==> src/rtl/rvne_pkg.sv <==
// Shared opcode constants, hazard FSM encoding and register-usage decode
// for the hazard/stall unit.
package rvne_pkg;

  localparam logic [6:0] OP_LOAD   = 7'b0000011;
  localparam logic [6:0] OP_STORE  = 7'b0100011;
  localparam logic [6:0] OP_RTYPE  = 7'b0110011;
  localparam logic [6:0] OP_BRANCH = 7'b1100011;
  localparam logic [6:0] OP_ITYPE  = 7'b0010011;
  localparam logic [6:0] OP_VLOAD  = 7'b0000010;

  typedef enum logic {
    HS_IDLE = 1'b0,
    HS_VEC  = 1'b1
  } hs_state_e;

  localparam logic VSEL_WVR = 1'b0;
  localparam logic VSEL_SVR = 1'b1;

  function automatic logic uses_rs1(input logic [6:0] op);
    case (op)
      OP_LOAD, OP_STORE, OP_RTYPE, OP_BRANCH, OP_ITYPE, OP_VLOAD: uses_rs1 = 1'b1;
      default:                                                    uses_rs1 = 1'b0;
    endcase
  endfunction

  function automatic logic uses_rs2(input logic [6:0] op);
    case (op)
      OP_STORE, OP_RTYPE, OP_BRANCH: uses_rs2 = 1'b1;
      default:                       uses_rs2 = 1'b0;
    endcase
  endfunction

endpackage

==> src/rtl/vec_beat_counter.sv <==
// Beat counter for multi-beat vector loads: runs 0..VEC_WORDS-1 once per start,
// flags the terminal beat, and clears on abort.
module vec_beat_counter #(
  parameter int VEC_WORDS = 8,
  parameter int BEAT_W    = 3
) (
  input  logic              clk,
  input  logic              rst_n,
  input  logic              start,
  input  logic              abort,
  output logic              last,
  output logic [BEAT_W-1:0] beat
);

  logic run;

  assign last = run && (beat == BEAT_W'(VEC_WORDS - 1));

  // Abort beats everything, so a branch on the terminal beat still clears cleanly.
  always_ff @(posedge clk or negedge rst_n) begin
    if (!rst_n) begin
      run  <= 1'b0;
      beat <= '0;
    end else if (abort) begin
      run  <= 1'b0;
      beat <= '0;
    end else if (start) begin
      run  <= 1'b1;
      beat <= '0;
    end else if (last) begin
      run  <= 1'b0;
      beat <= '0;
    end else if (run) begin
      beat <= beat + BEAT_W'(1);
    end
  end

endmodule

==> src/rtl/hazard_stall_unit.sv <==
// Load-use hazard detection, vector-load beat sequencing and branch flush.
// Optional stall performance counter under macro HAZARD_PERF_EN.
module hazard_stall_unit
  import rvne_pkg::*;
#(
  parameter int VEC_WORDS = 8,
  parameter int BEAT_W    = 3
) (
  input  logic              clk,
  input  logic              rst_n,
  input  logic [6:0]        id_opcode,
  input  logic [2:0]        id_funct3,
  input  logic [4:0]        id_rs1,
  input  logic [4:0]        id_rs2,
  input  logic              ex_memread,
  input  logic [4:0]        ex_rd,
  input  logic              ex_branch_taken,
  output logic              stall,
  output logic              pc_write,
  output logic              ifid_write,
  output logic              flush,
  output logic              vec_valid,
  output logic [BEAT_W-1:0] vec_beat,
  output logic              vec_sel
`ifdef HAZARD_PERF_EN
  ,
  input  logic              perf_clr,
  output logic [31:0]       perf_stall_cnt
`endif
);

  hs_state_e state, state_d;
  logic      hazard, vstart, stall_c, last;

  assign hazard = ex_memread && (ex_rd != 5'd0) &&
                  ((uses_rs1(id_opcode) && (ex_rd == id_rs1)) ||
                   (uses_rs2(id_opcode) && (ex_rd == id_rs2)));

  always_comb begin
    state_d = state;
    stall_c = 1'b0;
    vstart  = 1'b0;
    case (state)
      HS_IDLE: begin
        if (!ex_branch_taken) begin
          if (hazard) begin
            stall_c = 1'b1;
          end else if (id_opcode == OP_VLOAD) begin
            stall_c = 1'b1;
            vstart  = 1'b1;
            state_d = HS_VEC;
          end
        end
      end
      HS_VEC: begin
        if (ex_branch_taken) begin
          state_d = HS_IDLE;
        end else begin
          stall_c = !last;
          if (last) state_d = HS_IDLE;
        end
      end
      default: state_d = HS_IDLE;
    endcase
  end

  always_ff @(posedge clk or negedge rst_n) begin
    if (!rst_n) state <= HS_IDLE;
    else        state <= state_d;
  end

  always_ff @(posedge clk or negedge rst_n) begin
    if (!rst_n)      vec_sel <= VSEL_WVR;
    else if (vstart) vec_sel <= (id_funct3 >= 3'd3) ? VSEL_SVR : VSEL_WVR;
  end

  vec_beat_counter #(
    .VEC_WORDS (VEC_WORDS),
    .BEAT_W    (BEAT_W)
  ) u_cnt (
    .clk   (clk),
    .rst_n (rst_n),
    .start (vstart),
    .abort (ex_branch_taken),
    .last  (last),
    .beat  (vec_beat)
  );

  // Stall is forced low while reset is held so the decoder sees reset values
  // even if ID still presents a hazard or a vector load.
  assign stall      = rst_n && stall_c;
  assign pc_write   = !stall;
  assign ifid_write = !stall;
  assign flush      = ex_branch_taken;
  assign vec_valid  = (state == HS_VEC);

`ifdef HAZARD_PERF_EN
  always_ff @(posedge clk or negedge rst_n) begin
    if (!rst_n)                                 perf_stall_cnt <= '0;
    else if (perf_clr)                          perf_stall_cnt <= '0;
    else if (stall && (perf_stall_cnt != '1))   perf_stall_cnt <= perf_stall_cnt + 32'd1;
  end
`endif

endmodule

==> config.mk <==
export PLATFORM = sky130hd
export DESIGN_NAME = hazard_stall_unit
export DESIGN_NICKNAME = d
export VERILOG_FILES = /design/src/rtl/rvne_pkg.sv /design/src/rtl/vec_beat_counter.sv /design/src/rtl/hazard_stall_unit.sv
export SDC_FILE = /design/constraint.sdc
export NUM_CORES = 1
export LEC_CHECK = 0
export ABC_AREA = 1
export BUFFER_PORTS_ARGS = -buffer_cell sky130_fd_sc_hd__buf_2
export CORE_UTILIZATION = 40
export CTS_CLUSTER_SIZE = 12
export DETAILED_ROUTE_END_ITERATION = 12
export PLACE_DENSITY_LB_ADDON = 0.2
export SETUP_SLACK_MARGIN = 0.2
export SLEW_MARGIN = 30
export SYNTH_ARGS = -nofsm -noshare
export SYNTH_HDL_FRONTEND = slang
export SYNTH_SLANG_ARGS = --single-unit
==> constraint.sdc <==
create_clock -name clk -period 1.7 [get_ports clk]
set_input_delay 0.34 -clock clk [delete_from_list [all_inputs] [get_ports clk]]
set_output_delay 0.34 -clock clk [all_outputs]
set_load 0.02 [all_outputs]
Word-level counts from Yosys, hierarchy flattened --
Index checks and enable logic that the tools add are counted.
Operators by class: $add $sub $neg 1, $lt $le $gt $ge 1, eq/ne operators 9, multiplexer cells 21, bitwise operators 1, reduce and logical (&&, ||, !) cells 14
Operators by type and width (count):
- two-way mux 1 bit | 15
- equality test 7 x 2 -> 1 bit (second input constant) | 2
- equality test 7 x 6 -> 1 bit (second input constant) | 2
- two-way mux 3 bit | 4
- equality test 5 bit | 2
- equality test 7 x 5 -> 1 bit (second input constant) | 1
- equality test 7 bit (second input constant) | 1
- logical AND 1 bit | 6
- OR reduction 6 bit | 1
- nonzero test 5 bit | 1
- one-hot mux 1 bit (2 select lines) | 2
- nonzero test 4 bit | 1
- adder 3 x 1 -> 3 bit (second input constant) | 1
- equality test 3 bit (second input constant) | 1
- >= comparator 3 x 2 -> 1 bit (second input constant) | 1
- nonzero test 3 bit | 1
- OR reduction 3 bit | 1
- logical NOT 1 bit | 2
- logical OR 1 bit | 1
- NOT 1 bit | 1
Word-level totals: register bits 6, bits of input ports 29, output and inout port bits 9, word-level logic and storage cells 51

Longest topological paths before layout --
Gate-level depths: netlist of the first run.
word-level depth 11, depth in mapped cells 11, depth with buffers taken out 11

Hierarchy --
From an unflattened synthesis of the first run, not the netlist that was laid out.
Second synthesis, totals: cell total of the unflattened synthesis 107, area, all modules 623.1 µm²
Modules (own cells, without submodules):
- hazard_stall_unit | instances 1, cells an instance 84, area each 411.6 µm²
- vec_beat_counter | instances 1, cells an instance 23, area each 211.5 µm²

Least setup slack after synthesis of the first run --
OpenSTA, ideal clock, no wires.
kind register to output, from register u_cnt.beat[0], to output pc_write, data arrival time 1.510 ns, required time 1.360 ns, setup slack -0.150 ns, stages on the path, launching flop included 10, buffers on the path 1, cells stage by stage dfrtp_1 > ha_1 > ha_1 > nand2_1 > nand3_1 > nand2_1 > inv_1 > nand2_1 > nand2_1 > buf_4
On the way: longest elaborated chain between the ends 7
Ends and longest elaborated chain:
- start, declared | line vec_beat_counter.sv:12 | output logic [BEAT_W-1:0] beat
- start signal, assigned | line vec_beat_counter.sv:34 | beat <= beat + BEAT_W'(1);
- equality test 3 bit | line vec_beat_counter.sv:17 | assign last = run && (beat == BEAT_W'(VEC_WORDS - 1));
- logical AND 1 bit | line vec_beat_counter.sv:17
- logical NOT 1 bit | line hazard_stall_unit.sv:59 | stall_c = !last;
- two-way mux 1 bit | line hazard_stall_unit.sv:56 | if (ex_branch_taken) begin
- one-hot mux 1 bit (2 select lines) | line hazard_stall_unit.sv:43 | case (state)
- logical AND 1 bit | line hazard_stall_unit.sv:91 | assign stall = rst_n && stall_c;
- logical NOT 1 bit
- end, declared | line hazard_stall_unit.sv:19 | output logic pc_write,
Every way passes these cells.

Worst setup path after layout of the first run --
from register u_cnt.beat[0], to output ifid_write
On the way: longest elaborated chain between the ends 7
Ends and longest elaborated chain:
- equality test 3 bit | line vec_beat_counter.sv:17
- logical AND 1 bit | line vec_beat_counter.sv:17
- logical NOT 1 bit | line hazard_stall_unit.sv:59
- two-way mux 1 bit | line hazard_stall_unit.sv:56
- one-hot mux 1 bit (2 select lines) | line hazard_stall_unit.sv:43
- logical AND 1 bit | line hazard_stall_unit.sv:91
- logical NOT 1 bit | line hazard_stall_unit.sv:93 | assign ifid_write = !stall;
- end, declared | line hazard_stall_unit.sv:20 | output logic ifid_write,
Every way passes these cells.

==> flow_summary.rst, run 1 <==
.. list-table::
   :header-rows: 1

   * - Metric
     - Value
   * - Placeable Area
     - 1350 µm²
   * - Post-layout power
     - 410.1 µW
   * - Violations in the final reports
     - setup timing
   * - TritonCTS Buffers
     - 3
   * - Peak supply drop
     - 315.0 µV
   * - Required time reported for the critical path endpoint
     - 1360 ps
   * - Worst r2r dst
     - u_cnt.beat[0]$_DFFE_PN0P_
   * - Clock Root Buffer
     - clkbuf_4
   * - Critical path capture point type
     - primary output
   * - Pre-CTS WS
     - -8.214 ps
   * - Post-route antenna net violation count
     - 0
   * - Start of the worst register-to-register path
     - u_cnt.beat[0]$_DFFE_PN0P_
   * - Starting density of the core
     - 44.76%
   * - Final hold violations
     - 0
   * - Clock slew seen by the registers of the worst setup and hold paths
     - 50 ps
   * - Highest layer used for signal routing
     - met4
   * - Hold Path Stages
     - 3
   * - Run status
     - complete, but fails checks
   * - Total overflow reported by the global router
     - 0
   * - Async set or reset register ratio after synthesis
     - 100.0%
   * - Worst hold path startpoint
     - id_funct3[2]
   * - Kind of critical path
     - flip-flop to primary output
   * - Detailed route wirelength on metal3
     - 125 µm
   * - Synthesized instance count
     - 102
   * - Width of the die
     - 40.87 µm
   * - Top FF cell, synth
     - dfrtp_1
   * - Fraction of post-synthesis cell area in the top cell type by area
     - 24.84%
   * - Initial detailed-routing violation count
     - 11
   * - Number of enable-type register cells in the synthesized netlist
     - 0
   * - Final worst path period need
     - 1833 ps
   * - Reg-to-reg slack, setup
     - 340 ps
   * - Mean post-synth cell area
     - 5.925 µm²
   * - Skew final
     - 2.314 ps
   * - Worst reg-to-reg path cell count
     - 6
   * - Clock tree from TritonCTS
     - built
   * - Setup violators final
     - 3
   * - Signed area change from the synthesized netlist to the final layout
     - 51.55%
   * - Met2 routed wirelength
     - 717 µm
   * - Number of nets in the final layout
     - 178
   * - Area enclosed by the die boundary
     - 1670 µm²
   * - Slew @ Worst Pin
     - 285.4 ps
   * - Leading post-synthesis cells by cell area
     - dfrtp_1, nand2_1, inv_1, nor2_1, nand3_1
   * - Quantity of I/O buffers inserted on ports
     - 37
   * - Leakage dissipation
     - 0.0005852 µW
   * - Initial DRT Pass Iterations
     - 4
   * - Synth Net Count
     - 133
   * - Maximum fanout along the worst path
     - 3
   * - Fraction of layout cells with a size suffix above 1
     - 39.04%
   * - Kind of launch point of the worst setup path
     - flip-flop
   * - Synth top cells by count
     - nand2_1, inv_1, nor2_1
   * - Final Non-Filler Cells
     - 161
   * - Maximum frequency from static timing analysis
     - 0.5457 GHz
   * - Antenna violations before repair
     - 0
   * - Maximum number of pins on one net before global-route repair
     - 9
   * - DIE HEIGHT
     - 40.87 µm
   * - Count of unresolved DRC violations after routing
     - 0
   * - Total Routed Length
     - 1480 µm
   * - PD cells
     - 447.7 nW/µm²
   * - Aggregate negative setup slack
     - -394.7 ps
   * - Total instance count after detailed placement
     - 154
   * - Area leader, netlist
     - dfrtp_1
   * - Max Cap Violations
     - 0
   * - Half-perimeter wire length after placement
     - 1138 µm
   * - Worst path arrival time
     - 1490 ps
   * - RSZ-0062 raised after global routing
     - yes
   * - Final clock period utilization by the worst path
     - 107.8%
   * - Class of the tightest hold or removal check
     - primary input to flip-flop
   * - Flip-flop and latch count after synthesis
     - 6
   * - Max-slew violation count
     - 0
   * - Global-route wire length before repair
     - 2173 µm
   * - Overall via count from detail_route
     - 737
   * - Filler cell count
     - 124
   * - Count of H-tree levels built during CTS
     - 1
   * - All-layer global routing usage
     - 19.91%
   * - Ant. Diodes
     - 0
   * - Drt via density
     - 4.578
   * - Gpl congestion
     - 0.7452
   * - Total standard cell area after synthesis
     - 604.3 µm²
   * - Maximum number of buffers from clock root to sink
     - 2
   * - Clock sink count
     - 6
   * - Number of ports placed on the die boundary
     - 38
   * - Register area share after synthesis
     - 24.84%
   * - Smallest setup slack after layout
     - -132.6 ps
   * - Final design utilization
     - 67.84%
   * - Capture endpoint of the worst hold path
     - vec_sel$_DFFE_PN0P_
   * - Normalized max-slew margin
     - 80.91%
   * - Skew-Pair Late Insertion Delay
     - 250 ps
   * - Distinct cells, synth
     - 18
   * - Total of warnings raised by yosys
     - 0
   * - Wirelength per Cell
     - 9.193 µm
   * - Via count of the first global-routing pass
     - 615
   * - Number of cell rows
     - 13
   * - Detailed-route wire length on metal 1
     - 633 µm
   * - Most common cell in the netlist
     - nand2_1
[what timing repair did]
item,4_1_cts,5_1_grt
buffers inserted,2,0
cloned,0,0
hold buffers,1,0
setup endpoints to repair,3,3
pin swaps,1,2
hold endpoints to repair,6,0
resized for setup,6,1
[area by class of cell]
| cell class | count | area, µm² | area share (%) |
|---|---|---|---|
| well taps | 15 | 18.77 | 2.049 |
| flip-flops and latches | 6 | 152.6 | 16.67 |
| inverters | 20 | 75.07 | 8.197 |
| multi-input cells | 74 | 411.6 | 44.95 |
| repair buffers | 42 | 231.5 | 25.27 |
| clock buffers | 4 | 26.28 | 2.869 |
[critical path, cell delays in order, from the launching register on]
cell,delay (ps)
dfrtp_2,420
ha_4,170
ha_4,150
nand2_4,50
nand3_2,70
nand2_1,60
inv_1,40
nand2_2,70
nand2_4,50
buf_2,150
[worst max-delay path by stage]
stage,from,endpoint,slack [ps]
final,u_cnt.beat[0]$_DFFE_PN0P_,ifid_write,-130
after global routing,u_cnt.beat[1]$_DFFE_PN0P_,stall,-190
after CTS,u_cnt.beat[0]$_DFFE_PN0P_,stall,-140
after detailed placement,id_opcode[3],stall,-8
after global placement,id_opcode[2],stall,20
after floorplan,u_cnt.beat[1]$_DFFE_PN0P_,pc_write,50
[flip-flops by register name (all words and copies together) (netlist names)]
register	flops
vec_valid	1
vec_sel	1
u_cnt.beat	3
u_cnt.run	1
[metrics by stage]
step	hold WS [ps]	instance area, µm²
floorplan	44.41	625.6
global placement	188.9	825.8
detailed placement	188.9	825.8
CTS	346.8	910.9
global route	343.8	915.9
finish	346.5	915.9
[power by group]
group	internal, µW	leakage (µW)	switching, µW
Sequential	146	0.0000800	1.79
Combinational	51.3	0.000490	58.1
Clock	89.7	0.0000150	63.3
[metal layers]
metal,global-route usage [%],up-vias
li1,-,396
met1,21.67,306
met2,37.50,33
met3,8.152,2
met4,0,0
met5,0,-
[cell usage in the layout (no fill, tap or decap)]
| cell type | count |
|---|---|
| a21boi_0 | 1 |
| a21oi_1 | 1 |
| a21oi_2 | 1 |
| buf_2 | 36 |
| buf_4 | 4 |
| buf_6 | 1 |
| clkbuf_1 | 1 |
| clkbuf_4 | 3 |
| dfrtp_1 | 4 |
| dfrtp_2 | 2 |
| dlygate4sd3_1 | 1 |
| ha_4 | 2 |
| inv_1 | 19 |
| inv_2 | 1 |
| nand2_1 | 35 |
| nand2_2 | 2 |
| nand2_4 | 3 |
| nand3_1 | 6 |
| nand3_2 | 1 |
| nand4_1 | 2 |
| nor2_1 | 11 |
| nor3_2 | 1 |
| o21ai_0 | 1 |
| o21ai_1 | 2 |
| xnor2_1 | 3 |
| xor2_1 | 2 |
[logic make-up after synthesis]
logic type	count (synthesis)	synth area share, %
and+or+nand+nor	61	42.86
buffers and inverters	22	14.91
AOI/OAI and AO/OA	6	6.003
DFF	6	24.84
xor gates and xnor gates	5	7.248
adders and majority gates	2	4.140
(Power assumes the default switching activity.)
==> inputs of run 2 (changes only) <==
Settings changed: ABC_AREA 1 to 0, CORE_UTILIZATION 40 to 38.
==> run 2 against run 1 <==
The flow still finishes with violations (setup timing); global-route usage rose by 1.7 points; clock skew is 0.87 ps lower; wire length shrank 0.14%; core utilization up 11 points; register-to-register slack got worse by 40 ps; sequential share of layout area down 0.47 points; clock power shrank 12%; synthesized cell count down 42%; via count down 16%.
==> flow_summary.rst, run 2 <==
.. list-table::
   :header-rows: 1

   * - Metric
     - Value
   * - Synth Net Count
     - 90
   * - Area leader, netlist
     - dfrtp_1
   * - Final worst path period need
     - 2100 ps
   * - Wirelength per Cell
     - 11.92 µm
   * - Worst hold path startpoint
     - id_funct3[2]
   * - Peak per-stage delay on the critical path
     - 560 ps
   * - Mean post-synth cell area
     - 8.610 µm²
   * - Post-layout power
     - 403.7 µW
   * - Drt via density
     - 4.992
   * - Overall via count from detail_route
     - 619
   * - Total overflow reported by the global router
     - 0
   * - Leading post-synthesis cells by cell area
     - dfrtp_1, xnor2_1, xor2_1, nor3_1, ha_1
   * - Number of cell rows
     - 12
   * - Maximum frequency from static timing analysis
     - 0.4761 GHz
   * - Placed inst area
     - 788.3 µm²
   * - Ant. Diodes
     - 0
   * - Reg-to-reg slack, setup
     - 300 ps
   * - Initial DRT Pass Iterations
     - 2
   * - Placeable Area
     - 1171 µm²
   * - Number of flip-flops under the largest register name
     - 3
   * - Clock Root Buffer
     - clkbuf_4
   * - Main combinational cell family by area after synthesis
     - simple AND/OR/NAND/NOR gates
   * - All-layer global routing usage
     - 21.59%
   * - Gpl congestion
     - 0.8276
   * - Half-perimeter wire length after placement
     - 1078 µm
   * - Maximum fanout along the worst path
     - 3
   * - Antenna violations before repair
     - 0
   * - Synth top cells by count
     - dfrtp_1, nor3_1, xnor2_1, xor2_1, a21oi_1
   * - Area enclosed by the die boundary
     - 1487 µm²
   * - Quantity of I/O buffers inserted on ports
     - 37
   * - Fraction of layout cells with a size suffix above 1
     - 57.27%
   * - Skew final
     - 1.447 ps
   * - Area share of and/or/nand/nor cells after synthesis
     - 26.11%
   * - Skew-Pair Late Insertion Delay
     - 250 ps
   * - Starting density of the core
     - 43.38%
   * - Total Routed Length
     - 1478 µm
   * - Total of warnings raised by yosys
     - 0
   * - Number of enable-type register cells in the synthesized netlist
     - 0
   * - Async set or reset register ratio after synthesis
     - 100.0%
   * - Slew @ Worst Pin
     - 284.7 ps
   * - Initial detailed-routing violation count
     - 3
   * - Start of the worst register-to-register path
     - u_cnt.beat[0]$_DFFE_PN0P_
   * - Kind of critical path
     - primary input to primary output
   * - Adder and majority gate portion of the synthesized area
     - 4.926%
   * - DIE HEIGHT
     - 38.56 µm
   * - Leakage dissipation
     - 0.0004731 µW
   * - Maximum number of pins on one net before global-route repair
     - 9
   * - Worst path arrival time
     - 1760 ps
   * - Class of the tightest hold or removal check
     - primary input to flip-flop
   * - Final clock period utilization by the worst path
     - 123.6%
   * - Number of nets in the final layout
     - 143
   * - TritonCTS Buffers
     - 3
   * - Signed area change from the synthesized netlist to the final layout
     - 82.51%
   * - Share of synthesized area spent on multiplexers
     - 3.941%
   * - Worst path slowest cell
     - or4_4
   * - Synthesized instance count
     - 59
   * - Number of ports placed on the die boundary
     - 38
   * - Critical path cell sequence
     - buf_6, xnor2_2, nand4_1, or4_4, a211oi_4, a22oi_2, buf_2
   * - Compound-gate portion of the synthesized area
     - 13.05%
   * - Max-slew violation count
     - 0
   * - Top register by number of flip-flops
     - u_cnt.beat
   * - Run status
     - complete, but fails checks
   * - Clock sink count
     - 6
   * - Startpoint of the worst setup timing path
     - id_rs2[0]
   * - Max Cap Violations
     - 0
   * - Most frequent cells in the layout
     - buf_2, buf_4, buf_6, dfrtp_1, xor2_1
   * - Fraction of post-synthesis cell area in the top cell type by area
     - 29.56%
   * - Width of the die
     - 38.56 µm
   * - PD cells
     - 435.4 nW/µm²
   * - Xor and xnor fraction of the mapped netlist area
     - 17.24%
   * - Final hold violations
     - 0
   * - Global-route wire length before repair
     - 2132 µm
   * - Total standard cell area after synthesis
     - 508.0 µm²
   * - Maximum number of buffers from clock root to sink
     - 2
   * - RSZ-0062 raised after global routing
     - yes
   * - Register area share after synthesis
     - 29.56%
   * - Required time reported for the critical path endpoint
     - 1360 ps
   * - Smallest setup slack after layout
     - -400.4 ps
   * - Critical path capture point type
     - primary output
   * - Violations in the final reports
     - setup timing
   * - Clock tree from TritonCTS
     - built
   * - Post-route antenna net violation count
     - 0
   * - Via count of the first global-routing pass
     - 529
   * - Clock slew seen by the registers of the worst setup and hold paths
     - 40 ps
   * - Flip-flop and latch count after synthesis
     - 6
   * - Peak supply drop
     - 317.4 µV
   * - Distinct cells, synth
     - 23
   * - Count of unresolved DRC violations after routing
     - 0
   * - Setup violators final
     - 6
   * - Kind of launch point of the worst setup path
     - primary input
   * - Count of H-tree levels built during CTS
     - 1
   * - Cell area after layout
     - 927.1 µm²
   * - Top FF cell, synth
     - dfrtp_1
   * - Normalized max-slew margin
     - 80.87%
   * - Most common cell after layout, fill and taps aside
     - buf_2
## run 2: cell type report
type	count	area (µm²)
Fill cell	86	244.0
Multi-Input combinational cell	48	386.6
Tap cell	14	17.52
Timing Repair Buffer	50	339.1
Clock buffer	3	22.52
Sequential cell	6	150.1
Inverter	3	11.26
## run 2: per-layer routing
layer  global-route usage [%]  routed length [µm]  vias up
li1                         -                   -      309
met1                    23.49                 588      282
met2                    37.08                 795       24
met3                    8.721                  80        4
met4                    7.759                  14        0
met5                        0                   0        -
## run 2: logic make-up (layout without fill, tap and decap cells)
kind of cell | count (synthesis) | after routing
and+or+nand+nor | 24 | 24
AOI/OAI and AO/OA | 10 | 10
xor gates and xnor gates | 10 | 10
DFF | 6 | 6
buffers and inverters | 5 | 56
adders and majority gates | 2 | 2
muxes | 2 | 2
## run 2: final timing paths
path                                              to  depth (start not counted)
min in group asynchronous  u_cnt.beat[2]$_DFFE_PN0P_                          2
max in group asynchronous        vec_sel$_DFFE_PN0P_                          2
min reg2reg                      vec_sel$_DFFE_PN0P_                          2
min                              vec_sel$_DFFE_PN0P_                          3
max reg2reg                u_cnt.beat[1]$_DFFE_PN0P_                          6
max                                         pc_write                          7
## run 2: worst max-delay path, delay by kind of cell
family / cells / cell delay [ps]
AND/OR/NAND/NOR: 2 / 660
AO/OA/AOI/OAI: 2 / 360
buffers and inverters: 2 / 270
XOR/XNOR: 1 / 130
## run 2: report_power, final
part,switching (µW),total [µW],internal (µW)
registers,1.57,147,145
logic,51.9,123,71.0
clock network,53.7,134,80.0
total,107,404,296
## run 2: through the flow
| step | worst slack, ps | TNS (ps) | util [%] | std cells | hold slack, ps |
|---|---|---|---|---|---|
| after floorplan | -343.4 | -819.7 | - | 59 | 44.41 |
| after global placement | -450.7 | -2401 | 67.31 | 118 | 184.3 |
| after detailed placement | -513.4 | -2894 | 67.31 | 118 | 182.1 |
| after CTS | -493.7 | -1725 | 75.75 | 123 | 353.8 |
| after global routing | -467.4 | -1929 | 79.17 | 124 | 385.3 |
| final | -400.4 | -1399 | 79.17 | 124 | 359.4 |
## run 2: what timing repair did
action / in CTS / in global routing
setup endpoints to repair: 9 / 9
pin swaps: 9 / 7
hold buffers: 1 / 0
hold endpoints to repair: 6 / 0
buffers inserted: 1 / 1
gates cloned: 0 / 0
resized for setup: 13 / 9
==> inputs of run 3 (changes only) <==
Settings changed: CELL_PAD_IN_SITES_DETAIL_PLACEMENT set to 2, CELL_PAD_IN_SITES_GLOBAL_PLACEMENT set to 2, CORE_UTILIZATION 38 to 19.
==> run 3 against run 2 <==
Hold slack got worse by 350 ps; first-iteration DRC count grew 33%; register-to-register slack about the same; the run still ends with setup timing left; die area increased by 94%; highest routed layer is now met3; cell area increased by 0.40%; sequential power hardly changed; largest cell class unchanged.
==> flow_summary.rst, run 3 (synthesis gave the netlist of run 2 again) <==
.. list-table::
   :header-rows: 1

   * - Metric
     - Value
   * - Internal power consumption
     - 294.6 µW
   * - Worst reg-to-reg path cell count
     - 6
   * - Count of H-tree levels built during CTS
     - 1
   * - DIE HEIGHT
     - 53.71 µm
   * - Power share of the combinational group
     - 30.2%
   * - Total instance count after detailed placement
     - 140
   * - Count of buffering cells on the critical path with inverters included
     - 2
   * - Class of the tightest hold or removal check
     - primary input to async pin
   * - Clock sink count
     - 6
   * - Critical path cell sequence
     - buf_6, xnor2_2, nand4_1, or4_1, a211oi_2, a22oi_2, buf_2
   * - Sequential power share
     - 36.7%
   * - Final hold violations
     - 0
   * - Number of cells on the critical path
     - 7
   * - Run status
     - complete, but fails checks
   * - Clock slew seen by the registers of the worst setup and hold paths
     - 50 ps
   * - Switching part of the total
     - 26.28%
   * - Skew-Pair Late Insertion Delay
     - 240 ps
   * - Most frequent cells in the layout
     - buf_2, buf_4, dfrtp_1, xor2_1
   * - Kind of launch point of the worst setup path
     - primary input
   * - Gpl congestion
     - 0.6740
   * - Placeable Area
     - 2500 µm²
   * - Signed area change from the synthesized netlist to the final layout
     - 83.25%
   * - Worst path arrival time
     - 1770 ps
   * - Max Cap Violations
     - 0
   * - Quantity of I/O buffers inserted on ports
     - 37
   * - Normalized max-slew margin
     - 84.50%
   * - Peak supply drop
     - 229.7 µV
   * - Max-slew violation count
     - 0
   * - Fraction of layout cells with a size suffix above 1
     - 58.77%
   * - Area enclosed by the die boundary
     - 2884 µm²
   * - TritonCTS Buffers
     - 3
   * - Maximum number of pins on one net before global-route repair
     - 9
   * - Kind of critical path
     - primary input to primary output
   * - Initial detailed-routing violation count
     - 4
   * - Worst path slowest cell
     - or4_1
   * - PD cells
     - 429.2 nW/µm²
   * - Via count of the first global-routing pass
     - 650
   * - Total overflow reported by the global router
     - 0
   * - Maximum fanout along the worst path
     - 3
   * - Leakage dissipation
     - 0.0004779 µW
   * - Number of setup buffers added after CTS
     - 0
   * - Clock network power share
     - 33.1%
   * - Half-perimeter wire length after placement
     - 1566 µm
   * - RSZ-0062 raised after global routing
     - yes
   * - Final Non-Filler Cells
     - 144
   * - Critical path capture point type
     - primary output
   * - Post-layout power
     - 399.6 µW
   * - Width of the die
     - 53.71 µm
   * - Number of ports placed on the die boundary
     - 38
   * - Slew @ Worst Pin
     - 230.8 ps
   * - Number of flip-flops under the largest register name
     - 3
   * - Number of cell rows
     - 18
   * - Number of nets in the final layout
     - 147
   * - Top register by number of flip-flops
     - u_cnt.beat
   * - Initial DRT Pass Iterations
     - 2
   * - Maximum number of buffers from clock root to sink
     - 2
   * - Overall via count from detail_route
     - 645
   * - Antenna violations before repair
     - 0
   * - Setup violators final
     - 4
   * - Count of unresolved DRC violations after routing
     - 0
   * - Skew final
     - 4.436 ps
   * - Total Routed Length
     - 1740 µm
   * - Ant. Diodes
     - 0
   * - Final clock period utilization by the worst path
     - 124.1%
   * - Maximum frequency from static timing analysis
     - 0.4738 GHz
   * - Smallest setup slack after layout
     - -410.4 ps
   * - All-layer global routing usage
     - 13.04%
   * - Worst Hold Slack
     - 7.450 ps
   * - Starting density of the core
     - 20.32%
   * - Clock Root Buffer
     - clkbuf_4
   * - Required time reported for the critical path endpoint
     - 1360 ps
   * - Violations in the final reports
     - setup timing
   * - Post-route antenna net violation count
     - 0
   * - Final worst path period need
     - 2110 ps
   * - Peak per-stage delay on the critical path
     - 540 ps
   * - Wirelength per Cell
     - 12.08 µm
   * - Sw Pwr
     - 105.0 µW
   * - Drt via density
     - 4.479
   * - CP delay by family, top
     - simple AND/OR/NAND/NOR gates
   * - Clock tree from TritonCTS
     - built
   * - Global-route wire length before repair
     - 2732 µm
   * - Most common cell after layout, fill and taps aside
     - buf_2
[run 3: timing repair]
item / in CTS / in global routing
endpoints found under the setup margin: 9 / 9
gates resized for setup: 12 / 0
pin swaps: 6 / 0
hold endpoints to repair: 2 / 0
hold buffers: 1 / 0
[run 3: metrics by stage]
step / utilization (%) / setup WS [ps] / TNS [ps] / instance area [µm²]
finish: 37.24 / -410.4 / -1272 / 930.9
global route: 37.24 / -464.2 / -1524 / 930.9
CTS: 37.24 / -426.0 / -1342 / 930.9
detailed placement: 34.13 / -483.5 / -3147 / 853.3
global placement: 34.13 / -434.8 / -2626 / 853.3
floorplan: - / -343.4 / -819.7 / 525.5
[run 3: power groups by stage]
stage / combinational, µW / sequential, µW / clock, µW
finish: 121 / 147 / 132
global route: 134 / 147 / 145
detailed placement: 117 / 149 / 0
CTS: 124 / 147 / 136
global placement: 113 / 149 / 0
floorplan: 37.8 / 151 / 0
[run 3: routing by layer]
layer	wire length, µm	vias up	global-route usage, %	share of wire (%)
met5	0	-	0	0
met3	77	0	2.542	4.4
met2	973	21	23.87	56
met1	689	306	15.49	40
li1	-	318	-	-
met4	0	0	2.632	0
[run 3: worst paths after layout]
check	from	to	slack, ps
max in group asynchronous	rst_n	u_cnt.beat[0]$_DFFE_PN0P_	1120
worst min-delay path	rst_n	u_cnt.run$_DFFE_PN0P_	7
min in group clk	id_funct3[2]	vec_sel$_DFFE_PN0P_	370
worst max register to register	u_cnt.beat[1]$_DFFE_PN0P_	u_cnt.beat[2]$_DFFE_PN0P_	290
worst max-delay path	id_rs2[0]	ifid_write	-410
worst min register to register	vec_sel$_DFFE_PN0P_	vec_sel$_DFFE_PN0P_	520
[run 3: final cells by class]
type	instances	area [µm²]
fillers	314	1569
clock buffers	3	22.52
well taps	30	37.54
multi-input cells	48	372.9
repair buffers	54	336.6
inverters	3	11.26
flip-flops and latches	6	150.1
